File: src/rtl/uart_rx_ctrl.sv
// Purpose: receive-side controller for a UART. It buffers good bytes in a
//          show-ahead FIFO, counts frame and parity errors, flags overrun and
//          (optionally) an idle timeout, and raises a registered interrupt.
// Latency: an accepted byte is visible on rd_valid_o/level_o one cycle after
//          its pulse. irq_o lags level/overrun/timeout by one further cycle.
// Backpressure: there is none toward the receiver. A byte arriving while the
//          FIFO is full, with no pop in the same cycle, is dropped and sets
//          the sticky overrun_o flag.
// Ports:  clk_i, reset_ni (async, active-low); rx_data_i/rx_valid_i/
//         rx_frame_err_i/rx_parity_err_i from the receiver; rd_en_i/clear_i
//         from the host; rd_data_o/rd_valid_o/level_o FIFO head and
//         occupancy; overrun_o, frame_err_cnt_o, parity_err_cnt_o,
//         timeout_o, irq_o status.
// Config: define UART_RX_CTRL_TIMEOUT_EN to build the idle-timeout FSM.
//         Without it, timeout_o is tied to 0.
module uart_rx_ctrl #(
  parameter int FifoDepth     = 16,
  parameter int IrqThreshold  = 8,
  parameter int TimeoutCycles = 1000
) (
  input  logic                         clk_i,
  input  logic                         reset_ni,
  input  logic [7:0]                   rx_data_i,
  input  logic                         rx_valid_i,
  input  logic                         rx_frame_err_i,
  input  logic                         rx_parity_err_i,
  input  logic                         rd_en_i,
  input  logic                         clear_i,
  output logic [7:0]                   rd_data_o,
  output logic                         rd_valid_o,
  output logic [$clog2(FifoDepth):0]   level_o,
  output logic                         overrun_o,
  output logic [7:0]                   frame_err_cnt_o,
  output logic [7:0]                   parity_err_cnt_o,
  output logic                         timeout_o,
  output logic                         irq_o
);

  localparam int AW = $clog2(FifoDepth);
  localparam int LW = AW + 1;
  localparam logic [LW-1:0] FullLvl = LW'(FifoDepth);
  localparam logic [LW-1:0] IrqLvl  = LW'(IrqThreshold);

  logic [7:0]    mem_q [FifoDepth];
  logic [AW-1:0] wr_ptr_q, wr_ptr_d, rd_ptr_q, rd_ptr_d;
  logic [LW-1:0] level_q, level_d;
  logic          overrun_q, overrun_d;
  logic [7:0]    frame_cnt_q, frame_cnt_d;
  logic [7:0]    parity_cnt_q, parity_cnt_d;
  logic          irq_q, irq_d;
  logic          push_req, push, pop;

  always_comb begin
    wr_ptr_d     = wr_ptr_q;
    rd_ptr_d     = rd_ptr_q;
    level_d      = level_q;
    overrun_d    = overrun_q;
    frame_cnt_d  = frame_cnt_q;
    parity_cnt_d = parity_cnt_q;

    // Any error qualifier poisons the byte. clear_i masks everything.
    push_req = rx_valid_i & ~rx_frame_err_i & ~rx_parity_err_i & ~clear_i;
    pop      = rd_en_i & (level_q != '0) & ~clear_i;
    // A full FIFO still accepts a byte when the head leaves in the same cycle.
    push     = push_req & ((level_q != FullLvl) | pop);

    if (clear_i) begin
      wr_ptr_d     = '0;
      rd_ptr_d     = '0;
      level_d      = '0;
      overrun_d    = 1'b0;
      frame_cnt_d  = '0;
      parity_cnt_d = '0;
    end else begin
      if (push) wr_ptr_d = wr_ptr_q + AW'(1);
      if (pop)  rd_ptr_d = rd_ptr_q + AW'(1);
      case ({push, pop})
        2'b10:   level_d = level_q + LW'(1);
        2'b01:   level_d = level_q - LW'(1);
        default: level_d = level_q;
      endcase
      if (push_req && !push) overrun_d = 1'b1;
      if (rx_frame_err_i && frame_cnt_q != 8'hFF)   frame_cnt_d  = frame_cnt_q + 8'd1;
      if (rx_parity_err_i && parity_cnt_q != 8'hFF) parity_cnt_d = parity_cnt_q + 8'd1;
    end

    // Built from the registered status, so irq_o trails it by one cycle.
    irq_d = (level_q >= IrqLvl) | overrun_q | timeout_o;
  end

  always_ff @(posedge clk_i or negedge reset_ni) begin
    if (!reset_ni) begin
      wr_ptr_q     <= '0;
      rd_ptr_q     <= '0;
      level_q      <= '0;
      overrun_q    <= 1'b0;
      frame_cnt_q  <= '0;
      parity_cnt_q <= '0;
      irq_q        <= 1'b0;
    end else begin
      wr_ptr_q     <= wr_ptr_d;
      rd_ptr_q     <= rd_ptr_d;
      level_q      <= level_d;
      overrun_q    <= overrun_d;
      frame_cnt_q  <= frame_cnt_d;
      parity_cnt_q <= parity_cnt_d;
      irq_q        <= irq_d;
    end
  end

  // Storage needs no reset. Its contents are ignored while rd_valid_o is 0.
  always_ff @(posedge clk_i) begin
    if (push) mem_q[wr_ptr_q] <= rx_data_i;
  end

`ifdef UART_RX_CTRL_TIMEOUT_EN
  localparam int CW = $clog2(TimeoutCycles);

  typedef enum logic [1:0] {ST_IDLE, ST_WAIT, ST_TIMEOUT} tmo_state_e;

  tmo_state_e    state_q, state_d;
  logic [CW-1:0] idle_cnt_q, idle_cnt_d;

  always_comb begin
    state_d    = state_q;
    idle_cnt_d = idle_cnt_q;
    if (clear_i || (pop && !push && level_q == LW'(1))) begin
      state_d    = ST_IDLE;
      idle_cnt_d = '0;
    end else begin
      case (state_q)
        ST_IDLE: begin
          if (push) begin
            state_d    = ST_WAIT;
            idle_cnt_d = '0;
          end
        end
        ST_WAIT: begin
          if (push) begin
            idle_cnt_d = '0;
          end else if (idle_cnt_q == CW'(TimeoutCycles - 1)) begin
            state_d    = ST_TIMEOUT;
            idle_cnt_d = '0;
          end else begin
            idle_cnt_d = idle_cnt_q + CW'(1);
          end
        end
        ST_TIMEOUT: begin
          if (push) begin
            state_d    = ST_WAIT;
            idle_cnt_d = '0;
          end
        end
        default: begin
          state_d    = ST_IDLE;
          idle_cnt_d = '0;
        end
      endcase
    end
  end

  always_ff @(posedge clk_i or negedge reset_ni) begin
    if (!reset_ni) begin
      state_q    <= ST_IDLE;
      idle_cnt_q <= '0;
    end else begin
      state_q    <= state_d;
      idle_cnt_q <= idle_cnt_d;
    end
  end

  assign timeout_o = (state_q == ST_TIMEOUT);
`else
  logic unused_timeout_cfg;
  assign unused_timeout_cfg = (TimeoutCycles >= 2);
  assign timeout_o = 1'b0;
`endif

  assign rd_data_o        = mem_q[rd_ptr_q];
  assign rd_valid_o       = (level_q != '0);
  assign level_o          = level_q;
  assign overrun_o        = overrun_q;
  assign frame_err_cnt_o  = frame_cnt_q;
  assign parity_err_cnt_o = parity_cnt_q;
  assign irq_o            = irq_q;

endmodule

File: config.mk
export PLATFORM = sky130hd
export DESIGN_NAME = uart_rx_ctrl
export DESIGN_NICKNAME = d
export VERILOG_FILES = /design/src/rtl/uart_rx_ctrl.sv
export SDC_FILE = /design/constraint.sdc
export NUM_CORES = 1
export LEC_CHECK = 0
export CAP_MARGIN = 5
export CORE_AREA = 8 8 116 118
export DETAILED_ROUTE_END_ITERATION = 10
export DIE_AREA = 0 0 124 126
export GPL_ROUTABILITY_DRIVEN = 0
export PLACE_DENSITY = 0.8
export SLEW_MARGIN = 5
export SYNTH_ARGS = -nofsm -noshare
export SYNTH_HDL_FRONTEND = slang
export SYNTH_SLANG_ARGS = --single-unit
File: constraint.sdc
create_clock -name clk_i -period 4.5 [get_ports clk_i]
set_input_delay 0.9 -clock clk_i [delete_from_list [all_inputs] [get_ports clk_i]]
set_output_delay 0.9 -clock clk_i [all_outputs]
set_load 0.01 [all_outputs]
== Word level (Yosys, flattened, before mapping) ==
Memories as Yosys holds them, arrays and structs flattened.
Cells that the tools add are included.
Operators by class
  multiplexer cells: 14
  bitwise operators: 11
  $add $sub $neg: 6
  reductions and logical operators: 11
  $lt $le $gt $ge: 1
  eq/ne operators: 5
Operator list (number)
  2-to-1 mux 8 bit: 4
  adder 8 x 1 -> 8 bit (second input constant): 2
  2-to-1 mux 4 bit: 4
  != test 8 bit (second input constant): 2
  one-hot mux 5 bit (2 select lines): 1
  nonzero test 2 bit: 5
  adder 4 x 1 -> 4 bit (second input constant): 2
  bitwise AND 1 bit: 6
  adder 5 x 1 -> 5 bit (second input constant): 1
  greater-or-equal comparator 5 x 4 -> 1 bit (second input constant): 1
  2-to-1 mux 5 bit: 1
  != test 5 bit (second input constant): 1
  nonzero test 5 bit: 1
  subtractor 5 x 1 -> 5 bit (second input constant): 1
  2-to-1 mux 1 bit: 4
  logical AND 1 bit: 3
  inverter 1 bit: 3
  nonzero test 3 bit: 1
  == test 2 x 1 -> 1 bit (second input constant): 1
  == test 2 bit (second input constant): 1
  OR 1 bit: 2
  logical NOT 1 bit: 1
Word-level totals
  output and inout bits: 33
  memories kept: 1
  input port bits: 15
  flip-flop bits (word level): 31
  RAM bits: 128
Memory list
  mem_q: words 16, bits a word 8, read ports 1, clocked after memory_dff 0, write ports 1, line 44  | logic [7:0] mem_q [FifoDepth];

== Logic depth before layout (Yosys ltp) ==
Gate-level depths: netlist of run 1.
  depth in word-level cells: 9
  gate-level depth with buffers: 10
  depth with buffers taken out: 9

== Worst setup path before layout of run 1 ==
No wires, ideal clock.
  path kind: input-to-reg
  start: in clear_i
  end: reg level_q[4] (netlist: level_o[4])
  buffers on the path: 1
  data required time: 4352 ps
  path slack: 1463 ps
  data arrival time: 2889 ps
  stages: 10
  cells stage by stage: buf_2 nor4b_4 nor2_1 nand3_1 inv_1 ha_1 or2_2 o21a_1 a311oi_1 a2111oi_2
Between the ends
  word-level cells in the longest chain between the ends: 7
  elaborated cells on any way between the ends: 10
  those cells by class: 2 x eq/ne; 2 x mux; 5 x bitwise; 1 x reduce/logical
RTL lines
  start, declared: line 28  | input logic clear_i,
  inverter 1 bit: line 62, 63
  bitwise AND 1 bit: line 63  | pop = rd_en_i & (level_q != '0) & ~clear_i;
  OR 1 bit: line 65  | push = push_req & ((level_q != FullLvl) | pop);
  bitwise AND 1 bit: line 65
  == test 2 x 1 -> 1 bit / == test 2 bit (equally long branches): line 77  | case ({push, pop})
  one-hot mux 5 bit (2 select lines): line 77
  2-to-1 mux 5 bit: line 67  | if (clear_i) begin
  end signal, assigned: line 103  | level_q <= level_d;
  end, declared: line 46  | logic [LW-1:0] level_q, level_d;
Parallel ways exist; a longest one is shown, timed or not.
A chain may end at the register's enable or synchronous reset.

== Final worst setup path of run 1 ==
  start: reg rd_ptr_q[2]
  end: out rd_data_o[5]
Between the ends
  word-level cells in the longest chain between the ends: 1
RTL lines
  start, declared: line 45  | logic [AW-1:0] wr_ptr_q, wr_ptr_d, rd_ptr_q, rd_ptr_d;
  start signal, assigned: line 102  | rd_ptr_q <= rd_ptr_d;
  memory (16 x 8 bit)
  end, declared: line 29  | output logic [7:0] rd_data_o,
Every way passes these cells.

==> results.py, run 1 <==
metrics = {
    "pwr": {
        "power_density_nw_per_um2": 477,
        "vdd_drop_max_mv": 0.301,
        "leakage_uw": 0.00286,
    },
    "critical_path": {
        "crit_path_top_delay_cell": "a221oi_1",
        "r2r-start": "level_o[0]$_DFFE_PN0P_",
        "arrival_ns": 2.85,
        "end_kind": "primary output",
        "reg2regPathDepth": 9,
        "critical-path-max-stage-delay_ns": 0.62,
        "critPathKind": "reg2out",
        "path_max_fanout": 17,
        "crit_path_end": "rd_data_o[5]",
        "r2r_slack_ns": 1.61,
        "required_ns": 3.60,
        "timing.rr.end": "level_o[4]$_DFFE_PN0P_",
        "setup.worst_path.start": "rd_ptr_q[2]$_DFFE_PN0P_",
        "worstSetupStartpointType": "flop",
        "critical_path_buf_inv_count": 1,
        "crit_chain": "and2_1, a221oi_1, o21ai_0, nand2_1, clkdlybuf4s50_1",
        "cp.depth": 5,
        "crit_family": "compound AO/OA/AOI/OAI gates",
    },
    "clock_tree": {
        "clk_latency_ns": 0.42,
        "ctsResizeCount": 0,
        "root_buffer": "clkbuf_16",
        "cts.sinks": 159,
        "numCtsBuffers": 17,
        "htreeDepth": 4,
        "cts_setup_buffers": 0,
        "holdBufCountCts": 0,
        "cts_max_path_buffers": 2,
        "cts_tree": "built",
        "path_clk_slew_ns": 0.05,
    },
    "drt": {
        "routed_wl_um": 14400,
        "drc_errors": 0,
        "dr.pass1.iters": 4,
        "antenna_left": 0,
        "first_iter_violations": 519,
        "dr_total_vias": 4022,
        "routedWlPerCell_um": 22.1,
        "vias_per_cell": 6.16,
    },
    "placement": {
        "place.detailed.hpwl_um": 9480,
        "port_buffers": 46,
    },
    "floorplanning": {
        "core_um2": 11700,
        "rows": 40,
        "die-area_um2": 15600,
        "start_util": 0.586,
        "die_w_um": 124,
        "io-pin-count": 48,
        "die_y_um": 126,
    },
    "outcome": {
        "status": "completed",
    },
    "yosys": {
        "synth_cells": 438,
        "synthArstFlopShare": 0.195,
        "yosys_warnings": 0,
        "ys_seq_elements": 159,
        "ys_types": 52,
        "yosys_most_used_dff": "edfxtp_1",
        "syn_nets": 464,
        "syn_avg_cell_area_um2": 15.7,
        "seq_area_frac_synth": 0.673,
        "synth_area_um2": 6860,
        "synth_edf_count": 128,
        "synth.largest_area_cell": "edfxtp_1",
        "synth.most_common_cell": "edfxtp_1",
        "yosys-top-cells-count": "edfxtp_1 (128), mux2i_1 (41), dfrtp_1 (31)",
        "synthTopCellsByArea": "edfxtp_1 (56%), dfrtp_1 (11%), mux2i_1 (6.0%)",
        "synth_top_area_share": 0.560,
    },
    "timing": {
        "min_period_over_period": 0.832,
        "finalSetupViolCount": 0,
        "tns_ns": 0,
        "tightest_slew_ns": 0.910,
        "timing.fmax_ghz": 0.267,
        "rsz0062_at_grt": "false",
        "slew_headroom": 0.392,
        "min_period_ns": 3.75,
        "drv_slew": 0,
        "clock-skew-final_ns": 0.0107,
        "hold_violations": 0,
    },
    "hold_path": {
        "hp-class": "reg2reg",
        "min_path_cells": 1,
        "holdCritStartpoint": "overrun_o$_DFFE_PN0P_",
    },
    "grt": {
        "antenna_found_initial": 0,
        "grt_overflow_total": 0,
        "grt.total_usage": 0.199,
        "grt_pass1_wl_um": 23100,
        "grt_max_degree": 35,
        "grt_pass1_vias": 4148,
    },
    "finish": {
        "diodes": 0,
        "area_growth_pct": 17.5,
        "final_util": 0.688,
        "layout-drive-gt1-share": 0.136,
        "nNetsFinal": 519,
    },
    "run": {
        "cap_violations": 0,
    },
}
-- stage by stage --
stage | cells | worst slack, ns | power [µW] | cell area, µm² | hold slack (ns)
2_1_floorplan | 438 | 1.46 | 2230 | 6860 | 0.513
3_3_place_gp | 621 | 0.913 | 2490 | 7490 | 0.485
3_5_place_dp | 621 | 0.831 | 2510 | 7490 | 0.506
4_1_cts | 653 | 0.727 | 3860 | 8060 | 0.514
5_1_grt | 653 | 0.550 | 3980 | 8060 | 0.533
6_report | 653 | 0.755 | 3840 | 8060 | 0.511
-- worst min path at each step --
| stage | to |
|---|---|
| 4_1_cts | irq_o$_DFF_PN0_ |
| 5_1_grt | irq_o$_DFF_PN0_ |
| 6_report | irq_o$_DFF_PN0_ |
| 2_1_floorplan | wr_ptr_q[3]$_DFFE_PN0P_ |
| 3_3_place_gp | irq_o$_DFF_PN0_ |
| 3_5_place_dp | irq_o$_DFF_PN0_ |
-- sequential cells by signal (all words and copies together) (netlist names) --
name and cells:
mem_q 128, frame_err_cnt_o 8, parity_err_cnt_o 8, level_o 5
rd_ptr_q 4, wr_ptr_q 4, irq_o 1, overrun_o 1
-- cell usage in the layout, fill, tap and decap left out, types with 4 or more instances in the layout --
cell               n
a22oi_1            8
nand2b_1           4
nor2_1            25
inv_1             15
and2_1            14
nand2_1           13
mux2i_1           41
edfxtp_1         128
ha_1              10
a21oi_1            5
o21ai_0           18
dfrtp_1           30
mux4_2            16
or3_1              4
clkbuf_16         17
nand4_1            6
xor2_1             7
a221oi_1          16
nand3_1            6
clkinvlp_4         5
buf_4             10
nor3_1             5
nor2b_1            4
clkdlybuf4s50_1   46
-- cells by family (layout without fill, tap and decap cells) --
group | Yosys count | count (layout) | synth area share
AO/OA/AOI/OAI | 67 | 67 | 0.0752
XOR/XNOR | 9 | 9 | 0.0115
adder cells (fa/ha/maj) | 11 | 11 | 0.0212
buffers and inverters | 36 | 104 | 0.0215
flip-flops | 159 | 159 | 0.673
multiplexers | 61 | 61 | 0.119
other | 1 | 1 | 0.000547
AND/OR/NAND/NOR | 94 | 94 | 0.0772
-- area by class of cell --
class                   instances  area (µm²)
multi-input cells             243        2090
repair buffers                 56         536
inverters                      16        60.1
well taps                     147         184
clock inverters                11         108
flip-flops and latches        159        4620
clock buffers                  21         460
fillers                       775        3650
-- report_power, final --
group          switching [µW]  internal (µW)  leakage (µW)
registers                59.4           1630       0.00157
logic                     394            397       0.00102
clock network             572            794      0.000262
total                    1020           2820       0.00286
-- metal layers --
metal,GRT usage,vias to the layer above,share of wire
li1,-,1814,-
met1,0.261,1988,0.41
met2,0.305,191,0.49
met3,0.0545,29,0.077
met4,0.0798,0,0.023
met5,0,-,0
Note: power is estimated with default switching activity, not from simulation.
==> run 2: changes to the inputs <==
--- a/config.mk
+++ b/config.mk
@@ -6,11 +6,11 @@
 export NUM_CORES = 1
 export LEC_CHECK = 0
 export CAP_MARGIN = 5
-export CORE_AREA = 8 8 116 118
+export CORE_AREA = 8 8 123 125
 export DETAILED_ROUTE_END_ITERATION = 10
-export DIE_AREA = 0 0 124 126
+export DIE_AREA = 0 0 131 133
 export GPL_ROUTABILITY_DRIVEN = 0
-export PLACE_DENSITY = 0.8
+export PLACE_DENSITY = 0.75
 export SLEW_MARGIN = 5
 export SYNTH_ARGS = -nofsm -noshare
 export SYNTH_HDL_FRONTEND = slang
==> constraint.sdc (replaced) <==
create_clock -name clk_i -period 3.35 [get_ports clk_i]
set_input_delay 0.67 -clock clk_i [delete_from_list [all_inputs] [get_ports clk_i]]
set_output_delay 0.67 -clock clk_i [all_outputs]
set_load 0.01 [all_outputs]
==> run 2 against run 1 <==
Global-route usage down 2.1 points; largest power group unchanged; final cell count grew 6.4%; clock power rose by 32%; highest routed layer unchanged; sequential power rose by 36%; power is 36% higher; sequential share of layout area down 1.4 points; worst setup slack worse by 0.68 ns; critical endpoint is now rd_data_o[0]; wire length about the same; utilization shrank 5.7 points.
==> results.py, run 2 (same netlist as run 1, synthesis figures left out) <==
metrics = {
    "finish": {
        "layout_common_cells": "edfxtp_1 (128), clkdlybuf4s50_1 (43), mux2i_1 (41)",
        "diodes": 0,
        "largest_reg_flops": 128,
        "layout_commonest_cell": "edfxtp_1",
        "fillerInstances": 933,
        "layout-drive-gt1-share": 0.175,
        "top_register": "mem_q",
        "nNetsFinal": 533,
        "area_growth_pct": 20.5,
        "final_util": 0.631,
    },
    "floorplanning": {
        "start_util": 0.524,
        "io-pin-count": 48,
        "die_w_um": 131,
        "die-area_um2": 17400,
        "core_um2": 13100,
        "rows": 42,
        "die_y_um": 133,
    },
    "timing": {
        "hold_violations": 0,
        "min_period_ns": 3.28,
        "min_period_over_period": 0.979,
        "timing.fmax_ghz": 0.305,
        "clock-skew-final_ns": 0.00787,
        "slew_headroom": 0.413,
        "hold_ws_ns": 0.534,
        "finalSetupViolCount": 0,
        "drv_slew": 0,
        "tightest_slew_ns": 0.878,
        "layout_setup_ws_ns": 0.0706,
    },
    "pwr": {
        "power_density_nw_per_um2": 632,
        "leakage_uw": 0.00297,
        "p_total_uw": 5220,
        "vdd_drop_max_mv": 0.385,
    },
    "drt": {
        "routedWlPerCell_um": 20.8,
        "vias_per_cell": 5.81,
        "drc_errors": 0,
        "routed_wl_um": 14400,
        "first_iter_violations": 313,
        "dr_total_vias": 4036,
        "antenna_left": 0,
        "dr.pass1.iters": 5,
    },
    "critical_path": {
        "path_max_fanout": 23,
        "end_kind": "primary output",
        "r2r_slack_ns": 0.82,
        "arrival_ns": 2.61,
        "worstSetupStartpointType": "flop",
        "required_ns": 2.68,
        "reg2regPathDepth": 10,
        "critPathKind": "reg2out",
    },
    "grt": {
        "antenna_found_initial": 0,
        "grt.total_usage": 0.178,
        "grt_overflow_total": 0,
        "grt_pass1_vias": 4266,
        "grt_max_degree": 24,
        "grt_pass1_wl_um": 23000,
    },
    "run": {
        "cap_violations": 0,
    },
    "clock_tree": {
        "cts_max_path_buffers": 2,
        "cts_tree": "built",
        "clk_latency_ns": 0.43,
        "path_clk_slew_ns": 0.06,
        "cts.sinks": 159,
        "numCtsBuffers": 17,
        "root_buffer": "clkbuf_16",
        "htreeDepth": 4,
        "holdBufCountCts": 0,
    },
    "placement": {
        "place.detailed.hpwl_um": 9780,
        "port_buffers": 46,
        "place_ws_ns": 0.158,
    },
    "hold_path": {
        "min_path_cells": 1,
        "hp-class": "reg2reg",
    },
    "outcome": {
        "status": "completed",
    },
}
-- run 2: routing by layer --
layer	up-vias	routed length (µm)	GRT usage
li1	1843	-	-
met1	2014	5970	0.216
met2	143	7070	0.282
met3	36	868	0.0422
met4	0	527	0.102
met5	-	0	0
-- run 2: layout make-up --
type | instances | area, µm² | share of cell area
Sequential cell | 159 | 4620 | 0.560
Clock buffer | 17 | 425 | 0.0515
Timing Repair Buffer | 70 | 673 | 0.0815
Tap cell | 176 | 220 | 0.0267
Clock inverter | 14 | 133 | 0.0161
Inverter | 16 | 60.1 | 0.00727
Multi-Input combinational cell | 243 | 2130 | 0.257
-- run 2: repair_timing --
action	in CTS	in global routing
gates resized for setup	5	8
pin swaps	0	0
setup endpoints to repair	8	7
buffers inserted	0	4
-- run 2: power breakdown --
part | internal (µW) | total (µW) | leakage (µW) | switching (µW)
clock | 1020 | 1810 | 0.000255 | 787
combinational | 601 | 1120 | 0.00115 | 518
sequential | 2190 | 2290 | 0.00157 | 105
-- run 2: path summary, 6_finish.rpt --
| path | from | end |
|---|---|---|
| hold reg to reg | overrun_o$_DFFE_PN0P_ | irq_o$_DFF_PN0_ |
| hold / removal | overrun_o$_DFFE_PN0P_ | irq_o$_DFF_PN0_ |
| setup reg to reg | level_o[1]$_DFFE_PN0P_ | level_o[4]$_DFFE_PN0P_ |
| min in group asynchronous | reset_ni | wr_ptr_q[3]$_DFFE_PN0P_ |
| setup / recovery | rd_ptr_q[0]$_DFFE_PN0P_ | rd_data_o[0] |
| max in group asynchronous | reset_ni | parity_err_cnt_o[4]$_DFFE_PN0P_ |
-- run 2: stage by stage --
| step | area (µm²) | setup TNS, ns | std cells |
|---|---|---|---|
| 6_report | 8260 | 0 | 695 |
| 5_1_grt | 8260 | -0.00526 | 695 |
| 4_1_cts | 8200 | 0 | 691 |
| 3_5_place_dp | 7630 | 0 | 660 |
| 3_3_place_gp | 7630 | 0 | 660 |
| 2_1_floorplan | 6860 | 0 | 438 |
-- run 2: critical path, cell delays in order, from the launching register on --
cell             delay [ns]
dfrtp_4                0.55
buf_12                 0.24
mux4_2                 0.56
a22oi_1                0.23
nand2_1                0.09
clkdlybuf4s50_1        0.48
==> run 3: changes to the inputs <==
--- a/config.mk
+++ b/config.mk
@@ -5,6 +5,7 @@
 export SDC_FILE = /design/constraint.sdc
 export NUM_CORES = 1
 export LEC_CHECK = 0
+export ABC_AREA = 0
 export CAP_MARGIN = 5
 export CORE_AREA = 8 8 123 125
 export DETAILED_ROUTE_END_ITERATION = 10
==> results of run 3 <==
Final layout, timing and power as in run 2 (identical DEF).
